$ cat config.mk
export PLATFORM = sky130hd
export DESIGN_NAME = seq_feed_ctrl
export DESIGN_NICKNAME = d
export VERILOG_FILES = /design/src/rtl/seq_feed_ctrl.sv
export SDC_FILE = /design/constraint.sdc
export NUM_CORES = 1
export LEC_CHECK = 0
export ABC_AREA = 1
export BUFFER_PORTS_ARGS = -buffer_cell sky130_fd_sc_hd__buf_4
export CORE_MARGIN = 2
export CORE_UTILIZATION = 40
export DETAILED_ROUTE_END_ITERATION = 10
export SETUP_SLACK_MARGIN = 0.1
export SYNTH_ARGS = -nofsm -noshare
export SYNTH_HDL_FRONTEND = slang
export SYNTH_SLANG_ARGS = --single-unit
export TNS_END_PERCENT = 100
$ cat constraint.sdc
create_clock -name clk -period 1.9 [get_ports clk]
set_clock_uncertainty 0.2 [all_clocks]
set_input_delay 0.19 -clock clk [delete_from_list [all_inputs] [get_ports clk]]
set_output_delay 0.19 -clock clk [all_outputs]
set_load 0.01 [all_outputs]
$ cat src/rtl/seq_feed_ctrl.sv
// Button-triggered serializer that feeds an 8-bit switch word to the sequence detector
// and gathers its match flag. Define SEQ_MSB_FIRST_EN to present bits MSB first.
module seq_feed_ctrl #(
  parameter int TICK_DIV = 100_000_000,
  parameter int NBITS    = 8
) (
  input  logic             clk,
  input  logic             rst,
  input  logic             button,
  input  logic [NBITS-1:0] switch,
  input  logic             det_hit,
  output logic             bit_out,
  output logic             bit_valid,
  output logic             det_clr,
  output logic [2:0]       bit_idx,
  output logic             busy,
  output logic             done,
  output logic             led
);

  localparam int CW = (TICK_DIV > 1) ? $clog2(TICK_DIV) : 1;
  localparam logic [CW-1:0] CNT_LAST = CW'(TICK_DIV - 1);
  // The strobe is registered, so it is raised one count early to line up with CNT_LAST.
  localparam logic [CW-1:0] CNT_PRE  = CW'(TICK_DIV - 2);
  localparam logic [2:0]    IDX_LAST = 3'(NBITS - 1);

  typedef enum logic [1:0] {IDLE, RUN, DONE} state_t;

  state_t           state_reg;
  logic             button_d_reg;
  logic             bit_valid_d1_reg;
  logic [CW-1:0]    cnt_reg;
  logic [2:0]       bit_cnt_reg;
  logic [NBITS-1:0] shift_reg;

  logic             start;
  logic             cur_bit;
  logic [NBITS-1:0] shift_next;

  assign start = button & ~button_d_reg;

`ifdef SEQ_MSB_FIRST_EN
  assign cur_bit    = shift_reg[NBITS-1];
  assign shift_next = shift_reg << 1;
`else
  assign cur_bit    = shift_reg[0];
  assign shift_next = shift_reg >> 1;
`endif

  always_ff @(posedge clk) begin
    if (rst) begin
      state_reg        <= IDLE;
      button_d_reg     <= 1'b0;
      bit_valid_d1_reg <= 1'b0;
      cnt_reg          <= '0;
      bit_cnt_reg      <= '0;
      shift_reg        <= '0;
      bit_out          <= 1'b0;
      bit_valid        <= 1'b0;
      det_clr          <= 1'b0;
      bit_idx          <= '0;
      busy             <= 1'b0;
      done             <= 1'b0;
      led              <= 1'b0;
    end else begin
      button_d_reg     <= button;
      bit_valid_d1_reg <= bit_valid;
      bit_valid        <= 1'b0;
      det_clr          <= 1'b0;
      done             <= 1'b0;

      // Detector answers one cycle after each strobe, in any state.
      if (bit_valid_d1_reg && det_hit) begin
        led <= 1'b1;
      end

      if (start) begin
        state_reg   <= RUN;
        shift_reg   <= switch;
        cnt_reg     <= '0;
        bit_cnt_reg <= '0;
        det_clr     <= 1'b1;
        led         <= 1'b0;
        busy        <= 1'b1;
      end else begin
        case (state_reg)
          IDLE: begin
            state_reg <= IDLE;
          end
          RUN: begin
            cnt_reg <= (cnt_reg == CNT_LAST) ? '0 : cnt_reg + CW'(1);
            if (cnt_reg == CNT_PRE) begin
              bit_valid   <= 1'b1;
              bit_out     <= cur_bit;
              bit_idx     <= bit_cnt_reg;
              shift_reg   <= shift_next;
              bit_cnt_reg <= bit_cnt_reg + 3'd1;
            end
            if (bit_valid && bit_idx == IDX_LAST) begin
              state_reg <= DONE;
              busy      <= 1'b0;
              done      <= 1'b1;
            end
          end
          DONE: begin
            state_reg <= IDLE;
          end
          default: begin
            state_reg <= IDLE;
          end
        endcase
      end
    end
  end

endmodule

==> flow_metrics.tcl <==
set metrics [dict create \
    synthCells 373 \
    drv_cap 0 \
    seq_area_frac_synth_pct 40.30 \
    grt_pass1_wl_um 9570 \
    drv_slew 0 \
    cp-endpoint "cnt_reg[23]" \
    cp_max_fo 6 \
    total_power_mw 2.003 \
    dp_hpwl_um 4238 \
    fin_nets 440 \
    cp_slowest_cell "dfxtp_1" \
    first_iter_violations 102 \
    finalNonFillerCells 500 \
    regToRegSetupSlack_ns 0.18 \
    die_w_um 83.59 \
    antenna_found_initial 0 \
    rsz0062_at_grt "false" \
    drtPass1Iterations 4 \
    critPathMaxStageDelay_ns 0.38 \
    clk_path_buf_depth 2 \
    drive_gt1_share_pct 24.00 \
    clkLatencyLatePin_ns 0.30 \
    post-route-util_pct 54.40 \
    wire_per_inst_um 11.77 \
    wl_um 5887 \
    status "finished, final reports clean" \
    synthXorXnorAreaFrac_pct 3.111 \
    syn_avg_cell_area_um2 6.793 \
    start_util_pct 42.05 \
    tns_ns 0 \
    dieArea_um2 6986 \
    grt_max_degree 17 \
    yosys_warnings 0 \
    die_h_um 83.59 \
    fill_cells 582 \
    r2r_start "cnt_reg[10]" \
    area_growth_pct 29.38 \
    hold_slack_ns 0.03279 \
    vias 2465 \
    setup_viol 0 \
    synth_top_family_by_area "simple AND/OR/NAND/NOR gates" \
    routed_via_density 4.930 \
    worstSetupStartpointType "flip-flop" \
    cts_root_buffer "clkbuf_8" \
    worstSetupEndpointType "flip-flop" \
    required_ns 1.90 \
    r2r_cells 8 \
    largest_reg_flops 27 \
    synth-compound-area-share_pct 6.370 \
    cts_sinks 51 \
    cts_max_level 2 \
    multi_input_area_um2 1509 \
    relSlewSlack_pct 75.39 \
    regArea_um2 1030 \
    hold_class "in -> reg" \
    synth_top_area_share_pct 40.30 \
    fin_crit_sh_pct 90.37 \
    syn_area_um2 2534 \
    muxShareOfSynthArea_pct 0 \
    vdd.ir_drop.worst_mv 0.3879 \
    synth-adder-area-share_pct 1.481 \
    layout_commonest_cell "nand2_1" \
    max_freq_mhz 582.4 \
    grt_pass1_vias 2176 \
    synth_area_leaders "dfxtp_1, nand2_1, nor2_1" \
    num_antenna_cells 0 \
    io_buffers 20 \
    clk_pin_slew_ns 0.09 \
    crit_arrival_ns 1.72 \
    path_cells "buf_4, nand2_1, nor2_1, nand4_1, nor2_4, nand3_1, nand2_1, nor2_1" \
    cts_tree "yes" \
    crit_start "cnt_reg[10]" \
    place_inst 476 \
    rows 28 \
    ys_seq_elements 51 \
    cts_made_buffers 5 \
    drc 0 \
    yosys.area.top_type "dfxtp_1" \
    layout_common_cells "nand2_1, nor2_1, dfxtp_1" \
    period_needed_ns 1.717 \
    synth-simple-area-share_pct 42.02 \
    critPathKind "reg -> reg" \
    grt_use_total_pct 16.40 \
    place_congestion 0.8126 \
    core_um2 6026 \
    grt.overflow.total 0 \
    reg2reg_to "cnt_reg[23]" \
    pin_count 21 \
    worst_pin_slew_ns 0.3686 \
    pwr_density_cell_nw_per_um2 611.0 \
    cellLeakagePower_nw 1.289 \
    ant_nets 0 \
    hold_violations 0 \
    synth_nets 388 \
    synthDistinctLibCells 31 \
]
## area by class of cell
cell class                 count  share of cell area [%]
tap                           75                   2.863
multi-input combinational    281                   46.03
timing repair buffer          49                   12.33
clock buffer                   6                   2.214
inverter                      37                   4.237
clock inverter                 1                  0.9160
sequential                    51                   31.41
## power breakdown
part	switching (mW)	internal, mW
Sequential	0.0123	1.08
Combinational	0.0897	0.0726
Clock	0.358	0.387
## cells by family after synthesis
| kind of cell | count (synthesis) |
|---|---|
| AND/OR/NAND/NOR | 237 |
| flip-flops | 51 |
| buffers and inverters | 42 |
| AO/OA/AOI/OAI | 31 |
| XOR/XNOR | 9 |
| adder cells (fa/ha/maj) | 3 |
## repair_timing
| action | CTS | global route |
|---|---|---|
| pin swaps | 0 | 12 |
| cloned | 0 | 1 |
| endpoints found under the setup margin | 18 | 33 |
| endpoints found under the hold margin | 11 | 0 |
| hold buffers | 5 | 0 |
| resized for setup | 4 | 41 |
| buffers inserted | 0 | 11 |
## cell usage after synthesis
cell type	instances
nand2_1	101
nor2_1	70
dfxtp_1	51
inv_1	33
nand3_1	26
a21oi_1	18
o21ai_0	10
nand4_1	9
nor3_1	8
nor2_2	6
xor2_1	5
inv_2	4
xnor2_1	4
ha_1	3
nand2_2	3
nand3_2	3
clkbuf_1	2
nor2_4	2
nor3_2	2
nor3b_1	2
a21oi_2	1
buf_2	1
buf_4	1
buf_6	1
nand3b_1	1
nand4_2	1
nor2_8	1
nor4_1	1
o21a_1	1
o21ai_1	1
or2_2	1
## critical path: cells and delay by family (launching register included)
family        cells  cell delay (ns)
buf+inv           1             0.15
flops             1             0.38
simple gates      7             0.89
## layer usage
metal,GRT usage [%],vias to the layer above,part of all wire (%)
li1,-,1295,-
met1,22.31,1115,47
met2,26.25,49,48
met3,3.660,6,4.0
met4,4.399,0,1.1
met5,0,-,0
## worst min-delay path by stage
stage               from      endpoint  slack (ns)  depth (start not counted)
5_1_grt        switch[1]  shift_reg[1]        0.06                          5
3_5_place_dp   switch[7]  shift_reg[7]        0.20                          3
6_report       switch[1]  shift_reg[1]        0.03                          5
4_1_cts        switch[1]  shift_reg[1]        0.03                          5
2_1_floorplan        rst       det_clr        0.09                          1
3_3_place_gp   switch[7]  shift_reg[7]        0.19                          3
## stage by stage
step / area, um2 / setup slack, ns
floorplan: 2534 / 0.3076
global placement: 2856 / 0.02905
detailed placement: 2856 / 0.002401
CTS: 3027 / 0.1069
global route: 3278 / 0.09557
finish: 3278 / 0.1829
No activity file was read; power rests on OpenSTA's default activity.
